--- config.mk ---
export PLATFORM = sky130hd
export DESIGN_NAME = diff_accum
export DESIGN_NICKNAME = d
export VERILOG_FILES = /design/src/rtl/diff_accum.sv
export SDC_FILE = /design/constraint.sdc
export NUM_CORES = 1
export LEC_CHECK = 0
export ABC_AREA = 1
export CAP_MARGIN = 20
export CORE_MARGIN = 5
export CORE_UTILIZATION = 53
export CTS_BUF_LIST = sky130_fd_sc_hd__clkbuf_8
export CTS_CLUSTER_SIZE = 40
export DETAILED_ROUTE_END_ITERATION = 7
export GPL_TIMING_DRIVEN = 0
export PLACE_DENSITY = 0.74
export SETUP_SLACK_MARGIN = 0.2
export SLEW_MARGIN = 10
export SYNTH_ARGS = -nofsm -noshare
export SYNTH_HDL_FRONTEND = slang
export SYNTH_SLANG_ARGS = --single-unit
--- constraint.sdc ---
create_clock -name Clk -period 3.7 [get_ports Clk]
set_input_delay 0.925 -clock Clk [delete_from_list [all_inputs] [get_ports Clk]]
set_output_delay 0.925 -clock Clk [all_outputs]
set_load 0.01 [all_outputs]
--- src/rtl/diff_accum.sv ---
// Sum of absolute differences over a window of COUNT accepted samples, framed by Start.
// Build option DIFF_ACCUM_SAT_EN: saturating accumulator with a sticky Overflow flag.
module diff_accum #(
  parameter int DATAWIDTH = 8,
  parameter int COUNT     = 16,
  parameter int ACCWIDTH  = 12
) (
  input  logic                        Clk,
  input  logic                        Rst,
  input  logic                        Start,
  input  logic                        InValid,
  input  logic signed [DATAWIDTH-1:0] Diff,
  output logic                        InReady,
  output logic [ACCWIDTH-1:0]         Sum,
  output logic                        Done,
  output logic                        Busy,
  output logic                        Overflow
);

  localparam int CNT_W = $clog2(COUNT);
  localparam logic [CNT_W-1:0] LAST = CNT_W'(COUNT - 1);

  typedef enum logic [1:0] {
    IDLE = 2'd0,
    RUN  = 2'd1,
    DONE = 2'd2
  } state_t;

  state_t                state, state_nxt;
  logic [ACCWIDTH-1:0]   acc;
  logic [CNT_W-1:0]      cnt;
  logic                  ovf_work;
  logic [ACCWIDTH:0]     add_res;
  logic                  ovf_nxt;
  logic                  accept, last, clear;

  // Magnitude as unsigned DATAWIDTH bits, so the most negative input maps to 2^(DATAWIDTH-1).
  function automatic logic [DATAWIDTH-1:0] abs_val(input logic signed [DATAWIDTH-1:0] d);
    abs_val = d[DATAWIDTH-1] ? (~$unsigned(d) + DATAWIDTH'(1)) : $unsigned(d);
  endfunction

  // Returns {saturated_this_add, new_acc}.
`ifdef DIFF_ACCUM_SAT_EN
  function automatic logic [ACCWIDTH:0] acc_add(input logic [ACCWIDTH-1:0] a,
                                                input logic [DATAWIDTH-1:0] m);
    logic [ACCWIDTH:0] w;
    w = {1'b0, a} + (ACCWIDTH+1)'(m);
    acc_add = w[ACCWIDTH] ? {1'b1, {ACCWIDTH{1'b1}}} : w;
  endfunction
`else
  function automatic logic [ACCWIDTH:0] acc_add(input logic [ACCWIDTH-1:0] a,
                                                input logic [DATAWIDTH-1:0] m);
    acc_add = {1'b0, a + ACCWIDTH'(m)};
  endfunction
`endif

  assign accept  = (state == RUN) && InValid;
  assign last    = accept && (cnt == LAST);
  assign clear   = ((state == IDLE) || (state == DONE)) && Start;
  assign add_res = acc_add(acc, abs_val(Diff));
  assign ovf_nxt = ovf_work | add_res[ACCWIDTH];

  assign InReady = (state == RUN);
  assign Busy    = (state == RUN);
  assign Done    = (state == DONE);

  always_comb begin
    state_nxt = state;
    case (state)
      IDLE:    if (Start) state_nxt = RUN;
      RUN:     if (last) state_nxt = DONE;
      DONE:    state_nxt = Start ? RUN : IDLE;
      default: state_nxt = IDLE;
    endcase
  end

  always_ff @(posedge Clk or negedge Rst) begin
    if (!Rst) begin
      state    <= IDLE;
      acc      <= '0;
      cnt      <= '0;
      ovf_work <= 1'b0;
      Sum      <= '0;
      Overflow <= 1'b0;
    end else begin
      state <= state_nxt;
      if (clear) begin
        acc      <= '0;
        cnt      <= '0;
        ovf_work <= 1'b0;
      end else if (accept) begin
        acc      <= add_res[ACCWIDTH-1:0];
        cnt      <= cnt + CNT_W'(1);
        ovf_work <= ovf_nxt;
      end
      // Result registers load on the closing sample so they are valid during DONE.
      if (last) begin
        Sum      <= add_res[ACCWIDTH-1:0];
        Overflow <= ovf_nxt;
      end
    end
  end

endmodule

==> impl_summary.txt <==
----------------------------------------------------
[GRT]
  Most congested layer reported by global routing ... met2
  Remaining Overflow, GRT ... 0
  Met3 Usage GRT ... under 10%
  Met1 routing resource usage after global routing ... about a quarter
  Number of antenna violations at the first check in global routing ... 0
  Number of global-route vias before repair ... around 1,600
  Grt met2 use ... a little under a third
  First-pass GRT wire length ... between 7000 and 8000 um
  All-Layer GR Usage ... between 10% and 20%
  Pin count of the biggest net entering global routing ... 31

[Logic synthesis]
  Syn_area_per_cell ... 7.610 um^2
  Yosys warnings ... 0
  Syn nets ... between 200 and 300
  Proportion of register bits with asynchronous set or reset after synthesis ... 100.0%
  Fraction of the yosys area taken by sequential cells ... between 30 and 40%
  Seq cells post-synth ... 30
  Most used DFF post-synth ... sky130_fd_sc_hd__dfrtp_1
  Syn Std Cell Area ... around 0.0019 mm^2
  Number of different library cells in the post-synthesis netlist ... 32
  EDFF count, synth ... 0
  Number of instances in the synthesized netlist ... about 260

[Worst setup path]
  Critical path origin ... Diff[0]
  Sort of element at the end of the critical path ... flip-flop
  Critical Path Start Type ... input port
  Top Family by Delay on Critical Path ... adder cells
  Critical path fanouts, max ... 3
  Crit Path Category ... input port to flip-flop
  Worst Path Arrival ... between 3 and 4 ns
  Worst reg2reg path startpoint ... acc[0]
  Reg2reg end ... acc[6]
  Flop2flop setup slack ... about 1.8 ns
  Register-to-Register Path Depth ... 9
  Cell breakdown of the critical path ... clkdlybuf4s50_1, inv_1, ha_1, nand2_1, o21ai_0, fa_1, nand2_1, nand3_1, nand3_1, nand2_1, or2_1, nand3_1, nand2_1
  Buffer and inverter count on the worst path ... 2
  Worst path required time ... 3.87 ns
  Maximum single-stage delay on the critical path ... ~0.51 ns
  Critical path's slowest cell ... sky130_fd_sc_hd__fa_1
  Most common cell on crit path ... sky130_fd_sc_hd__nand2_1

[Place]
  Routability cong. ... 0.8781
  Buffers on Ports ... 25
  HPWL after detailed placement ... between 3000 and 4000 um

[Die]
  Horizontal die dimension ... approximately 71 um
  Top-Level Pins ... 28
  Std cell rows ... 22
  Floorplan die height ... 70.51 um
  Die ar. ... just under 0.005 mm^2
  Initial cell density of the core ... between 50% and 60%
  Area of the core ... approximately 0.0036 mm^2

[Final layout]
  Fraction of final layout cells sized beyond drive strength 1 ... under 10%
  N_diodes ... 0
  Register area ... 750.7 um^2
  Final-stage net count ... roughly 310
  Commonest non-fill, non-tap cells in the layout ... sky130_fd_sc_hd__nand2_1, sky130_fd_sc_hd__dfrtp_1, sky130_fd_sc_hd__inv_1, sky130_fd_sc_hd__nand3_1, sky130_fd_sc_hd__clkdlybuf4s50_1
  Area of the multi-input gates ... just over 0.001 mm^2
  Leading cell type in the layout, fill and taps excluded ... sky130_fd_sc_hd__nand2_1
  Filler cells ... roughly 320
  Area Overhead vs Synth ... 21.34%
  Fraction of the core area covered by cells at the end of the flow ... 65.30%

[Timing]
  Part of the cycle the worst path needs ... between 80% and 90%
  Number of slew-limit violations in the final report ... 0
  Final hold violation count ... 0
  Worst Max-Slew Pin Slew ... 0.6833 ns
  Worst max-slew margin expressed relative to the limit ... a little over half
  Highest attainable clock frequency ... between 0.3 and 0.4 GHz
  TNS Setup ... 0 ns
  Final setup violation count ... 0
  Clock skew after layout ... approximately 0.0057 ns
  Time the worst path needs with I/O delays and setup ... between 3 and 4 ns
  RSZ-0062 raised after global routing ... false

[Hold path]
  Hold-critical path endpoint ... Sum[0]
  Cells on Worst Hold Path ... 2
  Hold crit path type ... flip-flop to flip-flop
  Worst hold start ... Sum[0]

[Route]
  WL/cell ... approximately 12 um
  DR vias/cell ... between 4 and 5
  Vias after detailed routing ... 1,676
  Post-route ant nets ... 0
  DR DRC count ... 0
  Total routed wirelength ... slightly above 4000 um
  Number of DRC markers after the initial detailed-route iteration ... 82
  Detailed-router iteration count before antenna repair ... 4

[Power and ir drop]
  Post-layout total power ... 1.644 mW
  Largest voltage drop on the vdd net ... 0.0004061 V
  Cell leakage power ... approximately 1.3 nW
  Power density normalized to cell area ... approximately 700 mW/mm^2

[Clock tree]
  Number of H-tree branching levels ... 2
  Register clock-pin slew on the reported worst setup and hold paths ... roughly 0.07 ns
  Latest clock arrival within the worst-skew pair ... between 0.2 and 0.3 ns
  Number of hold buffers added after CTS ... 0
  TritonCTS clock tree ... built
  Number of gates resized after cts ... 0
  Buffer count from post-CTS setup fixing ... 0
  Number of buffers created by CTS ... 5
  Max clock buf depth ... 2
  TritonCTS Sinks ... 30
  CTS Root Buffer Type ... sky130_fd_sc_hd__clkbuf_8

[Outcome]
  Status ... completed

[Job]
  Reported max-cap violation count ... 0

----------------------------------------------------
worst min-delay path, cell delays in order, from the launching register on:
cell	delay, ns
sky130_fd_sc_hd__dfrtp_1	0.34
sky130_fd_sc_hd__nand2_1	0.05
sky130_fd_sc_hd__nand2_1	0.05
kinds of logic (layout without fill, tap and decap cells):
kind of cell | after synthesis | in the layout | synth area share [%]
other | 1 | 1 | 0.1932
XOR/XNOR | 9 | 9 | 4.062
AND/OR/NAND/NOR | 148 | 148 | 33.85
flip-flops | 30 | 30 | 38.68
adder cells (fa/ha/maj) | 12 | 12 | 8.124
AO/OA/AOI/OAI | 18 | 18 | 6.190
buffers and inverters | 37 | 70 | 8.897
final cells by class:
type | count | area share (%)
flip-flops and latches | 30 | 31.88
clock inverters | 3 | 1.700
inverters | 29 | 4.835
well taps | 48 | 2.550
clock buffers | 5 | 2.922
multi-input cells | 188 | 43.20
plain buffers | 8 | 2.497
repair buffers | 25 | 10.41
cell usage after synthesis, types with 2 or more instances:
master	number	area, um^2
sky130_fd_sc_hd__nand3_1	25	125.1
sky130_fd_sc_hd__dfrtp_1	30	750.7
sky130_fd_sc_hd__nand2_4	2	22.52
sky130_fd_sc_hd__nand3_2	2	20.02
sky130_fd_sc_hd__nor2_1	12	45.04
sky130_fd_sc_hd__nand4_1	5	31.28
sky130_fd_sc_hd__buf_4	2	15.01
sky130_fd_sc_hd__xor2_1	6	52.55
sky130_fd_sc_hd__ha_1	11	137.6
sky130_fd_sc_hd__a21oi_1	2	10.01
sky130_fd_sc_hd__o21ai_0	7	35.03
sky130_fd_sc_hd__inv_1	27	101.4
sky130_fd_sc_hd__nand2_1	96	360.4
sky130_fd_sc_hd__a22o_1	6	52.55
sky130_fd_sc_hd__xnor2_1	3	26.28
sky130_fd_sc_hd__buf_2	3	15.01
per-stage QoR:
stage          instance area, um^2  worst slack (ns)  std cells  hold WS [ns]
4_1_cts                       2355            0.6302        336        0.4833
2_1_floorplan                 1941             1.083        255        0.4554
5_1_grt                       2355            0.4336        336        0.5047
3_5_place_dp                  2246            0.3345        328        0.4655
6_report                      2355            0.6364        336        0.4765
3_3_place_gp                  2251            0.3820        328        0.4608
registers in the layout, indices dropped and copies added, names as in the netlist:
name	count
state	2
acc	12
Sum	12
cnt	4
where the power goes:
part / switching (mW) / internal, mW
sequential: 0.0833 / 0.447
clock: 0.131 / 0.198
combinational: 0.447 / 0.338
total: 0.661 / 0.983
how the worst max path moves through the flow:
| stage | to | slack, ns | depth (start not counted) |
|---|---|---|---|
| after floorplan | acc[6] | 1.08 | 12 |
| after detailed placement | Sum[6] | 0.33 | 13 |
| after global routing | acc[6] | 0.43 | 13 |
| final | acc[6] | 0.64 | 13 |
| after global placement | acc[6] | 0.38 | 13 |
| after CTS | Sum[6] | 0.63 | 13 |
metal layers:
layer  share of wire (%)  wire length [um]  vias up
met1                  46              1877      748
li1                    -                 -      879
met5                   0                 0        -
met4                0.78                32        0
met2                  46              1904       45
met3                 6.9               282        4
Note: power is estimated with default switching activity, not from simulation.
